**src/rtl/rotate_pkg.sv**
```systemverilog
// rotate_pkg: shared constants and types for the rotated frame-buffer writer.
// Holds the address width, default geometry and the writer state encoding.

package rotate_pkg;

    // Write address width; DISP_W*WIDTH-1 must stay below 2**ADDR_W.
    localparam int ADDR_W = 20;

    // Default geometry: WIDTH is the stored row length (display height),
    // DISP_W is the display width in pixels.
    localparam int DEF_WIDTH  = 640;
    localparam int DEF_DISP_W = 480;

    typedef enum logic {
        IDLE   = 1'b0,
        ACTIVE = 1'b1
    } state_t;

endpackage

```
**src/rtl/rotate_addr_gen.sv**
```systemverilog
// rotate_addr_gen: incremental rotated-layout address generator.
// Ports: clk_in/rst_in (async, active-high), advance/restart strobes,
// addr (address of the next non-SOF pixel), last (next pixel ends the frame).

module rotate_addr_gen
    import rotate_pkg::*;
#(
    parameter int WIDTH  = DEF_WIDTH,
    parameter int DISP_W = DEF_DISP_W
) (
    input  logic              clk_in,
    input  logic              rst_in,
    input  logic              advance,
    input  logic              restart,
    output logic [ADDR_W-1:0] addr,
    output logic              last
);

    localparam int HW = (DISP_W > 1) ? $clog2(DISP_W) : 1;
    localparam int VW = (WIDTH > 1) ? $clog2(WIDTH) : 1;

    localparam logic [HW-1:0]     H_MAX = HW'(DISP_W - 1);
    localparam logic [VW-1:0]     V_MAX = VW'(WIDTH - 1);
    localparam logic [ADDR_W-1:0] STEP  = ADDR_W'(WIDTH);
    localparam logic [ADDR_W-1:0] FIRST = ADDR_W'(WIDTH - 1);

    // h/v index the pixel that the next advance will write; row_base
    // is WIDTH-1-v, the address of column h=0 in the current line.
    logic [HW-1:0] h;
    logic [VW-1:0] v;
    logic [VW-1:0] row_base;

    assign last = (h == H_MAX) && (v == V_MAX);

    always_ff @(posedge clk_in or posedge rst_in) begin
        if (rst_in) begin
            h        <= '0;
            v        <= '0;
            row_base <= V_MAX;
            addr     <= FIRST;
        end else if (restart) begin
            // The SOF pixel itself goes to WIDTH-1 (written by the top);
            // the generator is primed for h=1, v=0.
            h        <= HW'(1);
            v        <= '0;
            row_base <= V_MAX;
            addr     <= FIRST + STEP;
        end else if (advance) begin
            if (h != H_MAX) begin
                h    <= h + 1'b1;
                addr <= addr + STEP;
            end else if (!last) begin
                // Next display line lands one word lower in every row.
                h        <= '0;
                v        <= v + 1'b1;
                row_base <= row_base - 1'b1;
                addr     <= ADDR_W'(row_base - 1'b1);
            end else begin
                h        <= '0;
                v        <= '0;
                row_base <= V_MAX;
                addr     <= FIRST;
            end
        end
    end

endmodule

```
**src/rtl/rotate_writer.sv**
```systemverilog
// rotate_writer: turns a raster pixel stream into rotated frame-buffer writes.
// Ports: clk_in, rst_in (async, active-high); pixel_in/valid_in/sof_in/
// ready_out input handshake; we_out/addr_out/data_out/frame_done_out write
// port gated by wr_ready_in; err_out sticky protocol error, only built when
// ROTATE_WRITER_CHECK_EN is defined (otherwise tied 0).

module rotate_writer
    import rotate_pkg::*;
#(
    parameter int WIDTH   = DEF_WIDTH,
    parameter int DISP_W  = DEF_DISP_W,
    parameter int PIXEL_W = 16
) (
    input  logic               clk_in,
    input  logic               rst_in,
    input  logic [PIXEL_W-1:0] pixel_in,
    input  logic               valid_in,
    input  logic               sof_in,
    output logic               ready_out,
    input  logic               wr_ready_in,
    output logic               we_out,
    output logic [ADDR_W-1:0]  addr_out,
    output logic [PIXEL_W-1:0] data_out,
    output logic               frame_done_out,
    output logic               err_out
);

    localparam logic [ADDR_W-1:0] FIRST = ADDR_W'(WIDTH - 1);

    state_t            state;
    logic              accept;
    logic              restart;
    logic              advance;
    logic              gen_last;
    logic [ADDR_W-1:0] gen_addr;

    // The output register can take a new pixel when empty or draining now.
    assign ready_out = !we_out || wr_ready_in;
    assign accept    = valid_in && ready_out;
    // SOF restarts the frame from either state.
    assign restart   = accept && sof_in;
    assign advance   = accept && !sof_in && (state == ACTIVE);

    rotate_addr_gen #(
        .WIDTH  (WIDTH),
        .DISP_W (DISP_W)
    ) u_addr_gen (
        .clk_in  (clk_in),
        .rst_in  (rst_in),
        .advance (advance),
        .restart (restart),
        .addr    (gen_addr),
        .last    (gen_last)
    );

    always_ff @(posedge clk_in or posedge rst_in) begin
        if (rst_in) begin
            state          <= IDLE;
            we_out         <= 1'b0;
            addr_out       <= '0;
            data_out       <= '0;
            frame_done_out <= 1'b0;
        end else begin
            case (state)
                IDLE: begin
                    if (restart) begin
                        state          <= ACTIVE;
                        we_out         <= 1'b1;
                        addr_out       <= FIRST;
                        data_out       <= pixel_in;
                        frame_done_out <= 1'b0;
                    end else if (wr_ready_in) begin
                        // Non-SOF pixels in IDLE are dropped.
                        we_out         <= 1'b0;
                        frame_done_out <= 1'b0;
                    end
                end
                ACTIVE: begin
                    if (restart) begin
                        we_out         <= 1'b1;
                        addr_out       <= FIRST;
                        data_out       <= pixel_in;
                        frame_done_out <= 1'b0;
                    end else if (advance) begin
                        we_out         <= 1'b1;
                        addr_out       <= gen_addr;
                        data_out       <= pixel_in;
                        frame_done_out <= gen_last;
                        if (gen_last) begin
                            state <= IDLE;
                        end
                    end else if (wr_ready_in) begin
                        we_out         <= 1'b0;
                        frame_done_out <= 1'b0;
                    end
                end
                default: begin
                    state <= IDLE;
                end
            endcase
        end
    end

`ifdef ROTATE_WRITER_CHECK_EN
    logic stray_pixel;
    logic early_sof;

    assign stray_pixel = accept && !sof_in && (state == IDLE);
    assign early_sof   = accept && sof_in && (state == ACTIVE);

    always_ff @(posedge clk_in or posedge rst_in) begin
        if (rst_in) begin
            err_out <= 1'b0;
        end else if (stray_pixel || early_sof) begin
            err_out <= 1'b1;
        end
    end
`else
    assign err_out = 1'b0;
`endif

endmodule

```
**config.mk**
```make
export PLATFORM = sky130hd
export DESIGN_NAME = rotate_writer
export DESIGN_NICKNAME = d
export VERILOG_FILES = /design/src/rtl/rotate_pkg.sv /design/src/rtl/rotate_addr_gen.sv /design/src/rtl/rotate_writer.sv
export SDC_FILE = /design/constraint.sdc
export NUM_CORES = 1
export LEC_CHECK = 0
export ABC_CLOCK_PERIOD_IN_PS = 4800
export BUFFER_PORTS_ARGS = -buffer_cell sky130_fd_sc_hd__buf_4
export CAP_MARGIN = 20
export CORE_AREA = 5 5 135 137
export DETAILED_ROUTE_END_ITERATION = 7
export DIE_AREA = 0 0 140 142
export SKIP_LAST_GASP = 1
export SLEW_MARGIN = 20
export SYNTH_ARGS = -nofsm -noshare
export SYNTH_HDL_FRONTEND = slang
export SYNTH_SLANG_ARGS = --single-unit
```
**constraint.sdc**
```tcl
create_clock -name clk_in -period 4.8 [get_ports clk_in]
set_clock_uncertainty 0.1 [all_clocks]
set_input_delay 1.2 -clock clk_in [delete_from_list [all_inputs] [get_ports clk_in]]
set_output_delay 1.2 -clock clk_in [all_outputs]
set_load 0.02 [all_outputs]
```
# Word-level counts from Yosys, hierarchy flattened
# Index checks and enable logic that the tools add are counted.
[totals]
out_inout_bits = 40
inputBits = 21
elab_cells = 70
latchBits = 0
n_memories = 0
romBits = 0
ramBits = 0
ff_bits = 88
[op_classes]
addsub = 5
mul = 0
n_shift = 0
n_eq_ne = 6
mux = 38
div_mod_pow = 0
bitwise_logic = 1
reduce_logical = 11
order_cmp = 0
[op_table]
columns = ["operator", "count"]
rows = [
  ["two-way mux 20 bit", 7],
  ["two-way mux 10 bit", 8],
  ["two-way mux 16 bit", 3],
  ["case mux 20 bit (2 select lines)", 1],
  ["case mux 16 bit (2 select lines)", 1],
  ["two-way mux 9 bit", 3],
  ["adder 20 x 10 -> 20 bit (second input constant)", 1],
  ["two-way mux 1 bit", 12],
  ["subtractor 10 x 1 -> 11 bit (second input constant)", 1],
  ["adder 10 x 1 -> 10 bit (second input constant)", 1],
  ["equality test 10 bit (second input constant)", 1],
  ["subtractor 10 x 1 -> 10 bit (second input constant)", 1],
  ["adder 9 x 1 -> 9 bit (second input constant)", 1],
  ["equality test 9 bit (second input constant)", 1],
  ["inequality test 9 bit (second input constant)", 1],
  ["case mux 1 bit (2 select lines)", 3],
  ["logical AND 1 bit", 5],
  ["inequality test 2 bit (second input constant)", 2],
  ["AND reduction 2 bit", 2],
  ["inequality test 3 x 1 -> 1 bit (second input constant)", 1],
  ["logical NOT 1 bit", 2],
  ["nonzero test 2 bit", 1],
  ["logical OR 1 bit", 1],
  ["inverter 1 bit", 1],
]

# Depth between registers and ports, before layout
# Gate-level depths: netlist of the first run.
[logic_depth]
ltp_word = 8
ltp_mapped = 8

# Modules after synthesis
# A second synthesis of the first run with hierarchy kept.
[unflattened]
hier_cells = 432
hier_area_um2 = 4520.6
[modules_own_cells]
columns = ["mod", "cells_each", "n_inst", "area_each_um2", "seq_area_each_um2"]
rows = [
  ["rotate_addr_gen", 317, 1, 2927.8, 1246.2],
  ["rotate_writer", 115, 1, 1592.8, 975.9],
]

# Least setup slack after synthesis of the first run
# No wires, ideal clock.
[synth_path]
path_kind = "input to output"
startpoint = "in wr_ready_in"
endpoint = "out ready_out"
stages = 2
path_slack_ns = 1.840
required_time_ns = 3.500
arrival_ns = 1.660
path_cell_list = "nor2b_1 -> inv_1"
[synth_via]
elab_chain_len = 1
[synth_lines]
columns = ["item", "line_no", "text"]
rows = [
  ["start, declared", "rotate_writer.sv:20", "input logic wr_ready_in,"],
  ["logical OR 1 bit", "rotate_writer.sv:38", "assign ready_out = !we_out || wr_ready_in;"],
  ["end, declared", "rotate_writer.sv:19", "output logic ready_out,"],
]
# Every way passes these cells.

# Worst setup path in the final report of the first run
# Same ends and word-level chain as after synthesis.

==> qor.yml, run 1 <==
outcome:
  status: "finished, final reports clean"
cts:
  cts_max_level: 3
  cts_tree: "yes"
  root_buffer: "clkbuf_16"
  cts_resized: 0
  clkTransAtPathRegs_ns: 0.06
  cts_buffer_depth: 2
  postCtsSetupBuffers: 0
  hold_buffers: 0
  cts_sinks: 88
  numCtsBuffers: 9
  clkLatencyLatePin_ns: 0.34
yosys:
  synthArstFlopShare: 1.00
  synthAdderAreaFrac: 0.0122
  synth_top_family_by_area: "simple AND/OR/NAND/NOR gates"
  postSynthAreaPerCell_um2: 9.58
  synthTopCellsByArea: "dfrtp_1 (44%), dfstp_2 (10%), nand2_1 (9.3%)"
  synthTopCellsByCount: "nand2_1 (102), dfrtp_1 (72), nor2_1 (31), o21ai_0 (25), nand3_1 (21)"
  ys.flop_type: "dfrtp_1"
  mappedNetlistNets: 455
  yosys.area.top_type: "dfrtp_1"
  ys_seq_elements: 88
  muxShareOfSynthArea: 0.00486
  yosys.area_share.simple: 0.226
  synth_edf_count: 0
  synth-compound-area-share: 0.168
  synth_seq_area_share: 0.540
  yosysUniqueCellTypes: 55
  yosysTopAreaCellShare: 0.438
  synthXorXnorAreaFrac: 0.0234
  yosysMostFrequentCell: "nand2_1"
  synth.cell_area_um2: 4120
  netlist_instances: 430
  yosysWarnings: 0
pwr:
  p_int_mw: 1.55
  seqPwrFrac: 0.429
  power_switching_mw: 0.574
  combPwrFrac: 0.169
  p_per_area_nw_per_um2: 407
  leakage_nw: 2.35
  ir_drop_uv: 148
  pwr-share-clk: 0.402
  power_switching_share: 0.270
die:
  num_io_pins: 61
  die_y_um: 142
  start_util: 0.243
  die_w_um: 140
  dieArea_um2: 19900
  num_rows: 48
  coreArea_um2: 16900
sta:
  fmax_mhz: 297
  post-route-period-util: 0.701
  finalSetupTns_ns: 0
  max_slew_margin: 0.465
  setup_viol: 0
  tightest_slew_ns: 0.802
  report.final.slew_viol_count: 0
  whs_ns: 0.376
  period_needed_ns: 3.36
  finalHoldViolations: 0
  rsz0062_at_grt: "false"
global_routing:
  grt_max_degree: 46
  first_global_vias: 3390
  antenna_found_initial: 0
  grt_remaining_overflow: 0
  grt_pass1_wl_um: 17300
  grt_use_total: 0.105
setup_path:
  r2r-start: "u_addr_gen.h[0]$_DFFE_PP0P_"
  critPathCaptureType: "primary output"
  cp-start-kind: "primary input"
  required_ns: 3.50
  critPathMaxFanout: 6
  ff2ff_path_depth: 6
  rr_endpoint: "u_addr_gen.row_base[7]$_DFFE_PP0P_"
  crit_type: "primary input to primary output"
  regToRegSetupSlack_ns: 1.86
  crit_arrival_ns: 2.06
min_path:
  hold_end: "addr_out[19]$_DFFE_PP0P_"
  min_path_type: "register to register"
  whs_path_depth: 2
  min_from: "addr_out[19]$_DFFE_PP0P_"
route:
  first_pass_iters: 4
  vias: 3495
  dr.max_layer_used: "met4"
  wl_met3_um: 397
  drc: 0
  wl_met1_um: 4560
  drt-total-wl_um: 10200
  drt_first_iter_violations: 387
  vias_per_cell: 4.83
  wl_met2_um: 5080
  wire_per_inst_um: 14.1
  final_antenna_net_count: 0
placed_design:
  io_buffers: 59
  gp_congestion: 0.788
  place_hpwl_um: 7090
job:
  max-cap-violations: 0
final_layout:
  drive_gt1_frac: 0.231
  final_nets: 518
  n_fill_cell: 1754
  area_delta_synth_final_pct: 26.6
  diodes: 0
==> worst max-delay path by stage <==
stage | start | slack (ns) | endpoint
final | wr_ready_in | 1.44 | ready_out
after global routing | wr_ready_in | 1.36 | ready_out
after CTS | wr_ready_in | 1.44 | ready_out
after detailed placement | wr_ready_in | 1.45 | ready_out
after global placement | wr_ready_in | 1.54 | ready_out
after floorplan | rst_in | 1.25 | addr_out[0]$_DFFE_PP0P_
==> cell type report <==
type                    instances  area [um2]  area share
multi-input cells             317        1800       0.345
flip-flops and latches         88        2220       0.426
inverters                      10        38.8     0.00744
clock inverters                 7         143      0.0274
repair buffers                 67         503      0.0965
clock buffers                   9         225      0.0432
well taps                     225         282      0.0540
==> stage by stage <==
stage	cell area (um2)	worst slack [ns]	std cells	util	total power [mW]
final	5210	1.44	723	0.308	2.12
after global routing	5210	1.36	723	0.308	2.23
after CTS	5210	1.44	723	0.308	2.15
after detailed placement	4840	1.45	707	0.286	1.29
after global placement	4840	1.54	707	0.286	1.28
after floorplan	4120	1.25	430	-	1.13
==> layout by cell type (no fill, tap or decap), types with 4 or more instances in the layout <==
master | netlist | layout
nand2_1 | 102 | 102
dfrtp_1 | 72 | 72
buf_4 | 1 | 67
nor2_1 | 31 | 31
o21ai_0 | 25 | 25
nand3_1 | 21 | 21
a22o_1 | 18 | 18
dfstp_2 | 16 | 16
a21oi_1 | 15 | 15
inv_1 | 10 | 9
clkbuf_16 | 0 | 9
o21ai_1 | 7 | 7
a21o_1 | 7 | 7
xor2_1 | 7 | 7
nor3_1 | 7 | 7
nand4_1 | 7 | 7
o22ai_1 | 5 | 5
a31oi_1 | 5 | 5
nor4_1 | 4 | 4
xnor2_1 | 4 | 4
ha_1 | 4 | 4
bufinv_16 | 0 | 4
==> per-layer routing <==
| metal | vias to the layer above | GRT usage |
|---|---|---|
| met5 | - | 0 |
| met1 | 1766 | 0.138 |
| met4 | 0 | 0.0342 |
| met2 | 65 | 0.175 |
| li1 | 1655 | - |
| met3 | 9 | 0.0225 |
==> power by group through the flow <==
stage          logic, mW  registers (mW)  clock network (mW)
2_1_floorplan      0.165           0.963                   0
3_3_place_gp       0.358           0.920                   0
3_5_place_dp       0.364           0.923                   0
4_1_cts            0.365           0.911               0.874
5_1_grt            0.398           0.923               0.906
6_report           0.358           0.910               0.854
==> cells by family after synthesis <==
kind of cell,Yosys count
multiplexers,2
XOR/XNOR,11
flip-flops,88
adder cells (fa/ha/maj),4
AO/OA/AOI/OAI,103
buffers and inverters,25
AND/OR/NAND/NOR,196
other,1
==> worst max-delay path: stages <==
cell and delay (ns):
buf_4 0.11, nor2b_1 0.35, inv_1 0.19, buf_4 0.20
==> registers in the layout, summed over array words and instances, names as in the netlist <==
register / flops
u_addr_gen.row_base: 10
frame_done_out: 1
u_addr_gen.addr: 20
u_addr_gen.v: 10
data_out: 16
we_out: 1
u_addr_gen.h: 9
addr_out: 20
state: 1
Note: power is estimated with default switching activity, not from simulation.
==> run 2: changes to the inputs <==
- ABC_AREA: unset -> 1
- ABC_CLOCK_PERIOD_IN_PS: 4800 -> 2800
- CORE_AREA: 5 5 135 137 -> 5 5 141 143
- DIE_AREA: 0 0 140 142 -> 0 0 146 148
- clock period: 4.8 -> 2.8 ns (I/O delays scaled with it)
==> qor.yml, run 2 <==
outcome:
  status: "finished, final reports clean"
route:
  drt_first_iter_violations: 242
  vias_per_cell: 4.41
  vias: 3850
  wl_met3_um: 639
  wire_per_inst_um: 12.8
  dr.max_layer_used: "met4"
  first_pass_iters: 4
  drt-total-wl_um: 11200
  final_antenna_net_count: 0
  drc: 0
  wl_met2_um: 5090
  wl_met1_um: 5280
pwr:
  leakage_nw: 2.68
  p_per_area_nw_per_um2: 685
  ir_drop_uv: 281
yosys:
  synth.cell_area_um2: 4500
  synthArstFlopShare: 1.00
  yosysMostFrequentCell: "nand2_1"
  synth_edf_count: 0
  yosysUniqueCellTypes: 38
  ys.flop_type: "dfrtp_1"
  postSynthAreaPerCell_um2: 7.86
  ys_seq_elements: 88
  yosys.area.top_type: "dfrtp_1"
  netlist_instances: 572
  synthTopCellsByCount: "nand2_1 (224), dfrtp_1 (72), nand3_1 (54), inv_1 (46), nor2_1 (40)"
  mappedNetlistNets: 597
  yosysWarnings: 0
  synth_seq_area_share: 0.494
  yosysTopAreaCellShare: 0.401
  synthTopCellsByArea: "dfrtp_1 (40%), nand2_1 (19%), dfstp_2 (9.3%)"
sta:
  fmax_mhz: 484
  post-route-period-util: 0.738
  period_needed_ns: 2.07
  report.final.slew_viol_count: 0
  finalHoldViolations: 0
  finalSetupTns_ns: 0
  rsz0062_at_grt: "false"
  setup_viol: 0
final_layout:
  n_fill_cell: 1961
  diodes: 0
  final_cell_area_um2: 5510
  area_delta_synth_final_pct: 22.5
  fin_util: 0.298
  drive_gt1_frac: 0.197
  mostFrequentLayoutCells: "nand2_1 (224), dfrtp_1 (72), buf_4 (67)"
  top_regs: "addr_out x20, u_addr_gen.addr x20, data_out x16"
  layout_commonest_cell: "nand2_1"
  final_nets: 659
placed_design:
  place_hpwl_um: 7790
  io_buffers: 59
  place_area_um2: 5210
  gp_congestion: 0.850
cts:
  cts_buffer_depth: 2
  postCtsSetupBuffers: 0
  root_buffer: "clkbuf_16"
  cts_resized: 0
  numCtsBuffers: 9
  cts_tree: "yes"
  clkTransAtPathRegs_ns: 0.07
  hold_buffers: 0
  cts_sinks: 88
  clkLatencyLatePin_ns: 0.35
  cts_max_level: 3
die:
  start_util: 0.244
  num_io_pins: 61
  die_y_um: 148
  dieArea_um2: 21600
  coreArea_um2: 18500
  die_w_um: 146
  num_rows: 50
global_routing:
  grt_use_total: 0.107
  first_global_vias: 3675
  grt_max_degree: 77
  grt_pass1_wl_um: 18800
  grt_remaining_overflow: 0
  antenna_found_initial: 0
setup_path:
  critPathCaptureType: "register"
  required_ns: 2.93
  crit_type: "register to register"
  critPathMaxFanout: 23
  cp-start-kind: "register"
  crit_arrival_ns: 2.20
job:
  max-cap-violations: 0
min_path:
  min_path_type: "primary input to async pin"
## run 2: kinds of logic after synthesis
family / synth area share
AND/OR/NAND/NOR: 0.352
buffers and inverters: 0.0690
adder cells (fa/ha/maj): 0.0111
flip-flops: 0.494
XOR/XNOR: 0.0117
other: 0.000834
AO/OA/AOI/OAI: 0.0593
multiplexers: 0.00223
## run 2: final timing paths
path	startpoint	to	slack, ns	depth (start not counted)
max	u_addr_gen.h[0]$_DFFE_PP0P_	u_addr_gen.v[8]$_DFFE_PP0P_	0.73	9
min	rst_in	data_out[1]$_DFFE_PP0P_	0.22	2
max in group asynchronous	rst_in	u_addr_gen.addr[9]$_DFFE_PP1P_	1.64	3
min reg2reg	u_addr_gen.addr[4]$_DFFE_PP1P_	u_addr_gen.addr[4]$_DFFE_PP1P_	0.37	2
max reg2reg	u_addr_gen.h[0]$_DFFE_PP0P_	u_addr_gen.v[8]$_DFFE_PP0P_	0.73	9
min in group clk_in	u_addr_gen.addr[4]$_DFFE_PP1P_	u_addr_gen.addr[4]$_DFFE_PP1P_	0.37	2
## run 2: per-stage QoR
| step | hold WS (ns) | setup slack [ns] | power (mW) | instances |
|---|---|---|---|---|
| CTS | 0.220 | 0.714 | 3.84 | 873 |
| floorplan | 0.346 | 0.991 | 2.29 | 572 |
| global placement | 0.356 | 0.559 | 2.61 | 857 |
| detailed placement | 0.360 | 0.499 | 2.61 | 857 |
| global route | 0.237 | 0.595 | 4.00 | 873 |
| finish | 0.224 | 0.733 | 3.77 | 873 |
## run 2: cell type report
cell class | count | area, um2 | share of cell area
Sequential cell | 88 | 2220 | 0.403
Multi-Input combinational cell | 416 | 1960 | 0.357
Timing Repair Buffer | 69 | 543 | 0.0986
Tap cell | 234 | 293 | 0.0532
Clock buffer | 13 | 270 | 0.0491
Inverter | 50 | 191 | 0.0348
Clock inverter | 3 | 23.8 | 0.00432
## run 2: layer usage
layer | vias up | global-route usage
met5 | - | 0
met4 | 0 | 0.0437
met3 | 12 | 0.0322
met2 | 76 | 0.164
met1 | 1809 | 0.142
li1 | 1953 | -
## run 2: worst max-delay path, stage by stage (launching register included)
cell and delay (ns):
dfrtp_1 0.41, ha_1 0.25, nand4_1 0.21, nor2_4 0.27, nand2_2 0.10, nand2_4 0.16
inv_2 0.14, buf_12 0.18, nand2_1 0.07, o21ai_2 0.05
## run 2: where the power goes
group | switching, mW | internal (mW) | total (mW)
clock network | 0.513 | 0.678 | 1.19
registers | 0.156 | 1.53 | 1.69
logic | 0.534 | 0.356 | 0.890
total | 1.20 | 2.57 | 3.77
==> run 3: changes to the inputs <==
- ABC_AREA: 1 -> 0
- ABC_CLOCK_PERIOD_IN_PS: 2800 -> 1800
- CORE_AREA: 5 5 141 143 -> 5 5 135 137
- DIE_AREA: 0 0 146 148 -> 0 0 140 142
- clock period: 2.8 -> 1.8 ns (I/O delays scaled with it)
==> qor.yml, run 3 (synthesized netlist as in run 1, its figures left out) <==
placed_design:
  place_hpwl_um: 8570
  gp_congestion: 0.847
  io_buffers: 59
  pre_cts_ws_ns: -0.276
min_path:
  min_path_type: "primary input to register"
  hold_end: "data_out[4]$_DFFE_PP0P_"
  whs_path_depth: 3
  min_from: "pixel_in[4]"
die:
  dieArea_um2: 19900
  die_w_um: 140
  num_io_pins: 61
  coreArea_um2: 16900
  die_y_um: 142
  start_util: 0.243
  num_rows: 48
final_layout:
  top_regs: "addr_out x20, u_addr_gen.addr x20, data_out x16"
  final_nets: 616
  area_delta_synth_final_pct: 51.7
  diodes: 0
  n_fill_cell: 1705
  drive_gt1_frac: 0.416
  fin_util: 0.369
  layout_commonest_cell: "buf_4"
  mostFrequentLayoutCells: "buf_4 (140), nand2_1 (99), dfrtp_1 (72)"
route:
  drc: 0
  first_pass_iters: 4
  vias_per_cell: 4.70
  drt-total-wl_um: 12000
  vias: 3859
  drt_first_iter_violations: 258
  final_antenna_net_count: 0
  wire_per_inst_um: 14.6
pwr:
  power_switching_share: 0.298
  leakage_nw: 2.88
  power_switching_mw: 1.66
  ir_drop_uv: 528
  seqPwrFrac: 0.429
  p_per_area_nw_per_um2: 892
  pwr-share-clk: 0.343
  p_int_mw: 3.91
  combPwrFrac: 0.228
setup_path:
  cpLargestDelayFamily: "buffers and inverters"
  crit_chain: "ha_2 -> nand2_4 -> buf_4 -> nor4b_4 -> buf_4 -> o41a_1 -> buf_6 -> buf_6 -> nor3b_2 -> a221o_1"
  crit_type: "register to register"
  cp-start-kind: "register"
  required_ns: 1.92
  r2r-start: "u_addr_gen.h[1]$_DFFE_PP0P_"
  regToRegSetupSlack_ns: -0.31
  rr_endpoint: "u_addr_gen.addr[19]$_DFFE_PP0P_"
  crit_arrival_ns: 2.23
  critPathCaptureType: "register"
  ff2ff_path_depth: 10
  crit_cells: 10
  max_stage_delay_ns: 0.35
  critPathMaxFanout: 3
  cp_num_buf_inv: 4
  cp_slowest_cell: "dfrtp_1"
sta:
  whs_ns: 0.198
  finalHoldViolations: 0
  setup_ws_ns: -0.308
  period_needed_ns: 2.11
  report.final.slew_viol_count: 0
  post-route-period-util: 1.17
  setup_viol: 45
  rsz0062_at_grt: "true"
  fmax_mhz: 474
global_routing:
  grt_use_total: 0.120
  grt_remaining_overflow: 0
  antenna_found_initial: 0
  first_global_vias: 4008
  grt_pass1_wl_um: 19800
  grt_max_degree: 43
outcome:
  status: "finished, violations left"
  violations: "negative setup slack"
cts:
  cts_max_level: 3
  clkTransAtPathRegs_ns: 0.07
  cts_sinks: 88
  numCtsBuffers: 9
  cts_buffer_depth: 2
  clkLatencyLatePin_ns: 0.34
  root_buffer: "clkbuf_16"
  cts_tree: "yes"
job:
  max-cap-violations: 0
==> run 3: cell type report <==
| cell class | instances | area (um2) | area share |
|---|---|---|---|
| Clock inverter | 7 | 76.3 | 0.0122 |
| Sequential cell | 88 | 2220 | 0.356 |
| Multi-Input combinational cell | 318 | 2040 | 0.327 |
| Tap cell | 225 | 282 | 0.0451 |
| Clock buffer | 9 | 225 | 0.0361 |
| Inverter | 10 | 41.3 | 0.00661 |
| Timing Repair Buffer | 164 | 1350 | 0.217 |
==> run 3: how the worst max path moves through the flow <==
stage / slack (ns) / start / to
after floorplan: -0.24 / u_addr_gen.h[0]$_DFFE_PP0P_ / u_addr_gen.v[3]$_DFFE_PP0P_
after global placement: -0.21 / u_addr_gen.h[1]$_DFFE_PP0P_ / u_addr_gen.addr[2]$_DFFE_PP1P_
after detailed placement: -0.28 / u_addr_gen.h[1]$_DFFE_PP0P_ / u_addr_gen.addr[6]$_DFFE_PP1P_
after CTS: -0.23 / u_addr_gen.h[1]$_DFFE_PP0P_ / u_addr_gen.addr[6]$_DFFE_PP1P_
after global routing: -0.38 / u_addr_gen.h[0]$_DFFE_PP0P_ / u_addr_gen.addr[19]$_DFFE_PP0P_
final: -0.31 / u_addr_gen.h[1]$_DFFE_PP0P_ / u_addr_gen.addr[19]$_DFFE_PP0P_
==> run 3: repair_timing <==
item | CTS | global route
gates resized for setup | 37 | 28
pin swaps | 9 | 20
buffers inserted | 10 | 12
endpoints found under the hold margin | 5 | 0
setup endpoints to repair | 46 | 49
gates cloned | 0 | 1
hold buffers | 1 | 0
==> run 3: through the flow <==
step	std cells	setup TNS [ns]	instance area [um2]	power, mW
after floorplan	430	-5.59	4220	3.02
after global placement	784	-5.44	5530	3.59
after detailed placement	784	-7.45	5530	3.62
after CTS	810	-7.12	6040	5.58
after global routing	821	-12.18	6240	5.84
final	821	-7.64	6240	5.57
==> run 3: power groups by stage <==
stage | Sequential, mW | Clock (mW) | Combinational, mW
2_1_floorplan | 2.57 | 0 | 0.456
3_3_place_gp | 2.41 | 0 | 1.18
3_5_place_dp | 2.42 | 0 | 1.21
4_1_cts | 2.38 | 1.95 | 1.24
5_1_grt | 2.42 | 2.02 | 1.39
6_report | 2.39 | 1.91 | 1.27
==> run 3: worst reg2reg max path: stages, from the launching register on <==
cell     delay [ns]
dfrtp_1        0.35
ha_2           0.21
nand2_4        0.05
buf_4          0.14
nor4b_4        0.27
buf_4          0.19
o41a_1         0.16
buf_6          0.14
buf_6          0.10
nor3b_2        0.03
a221o_1        0.25
==> run 3: metal layers <==
metal	vias to the layer above	share of wire	GRT usage
met5	-	0	0
met4	0	0.0095	0.0316
met3	13	0.049	0.0313
met2	92	0.52	0.216
met1	1906	0.42	0.143
li1	1848	-	-
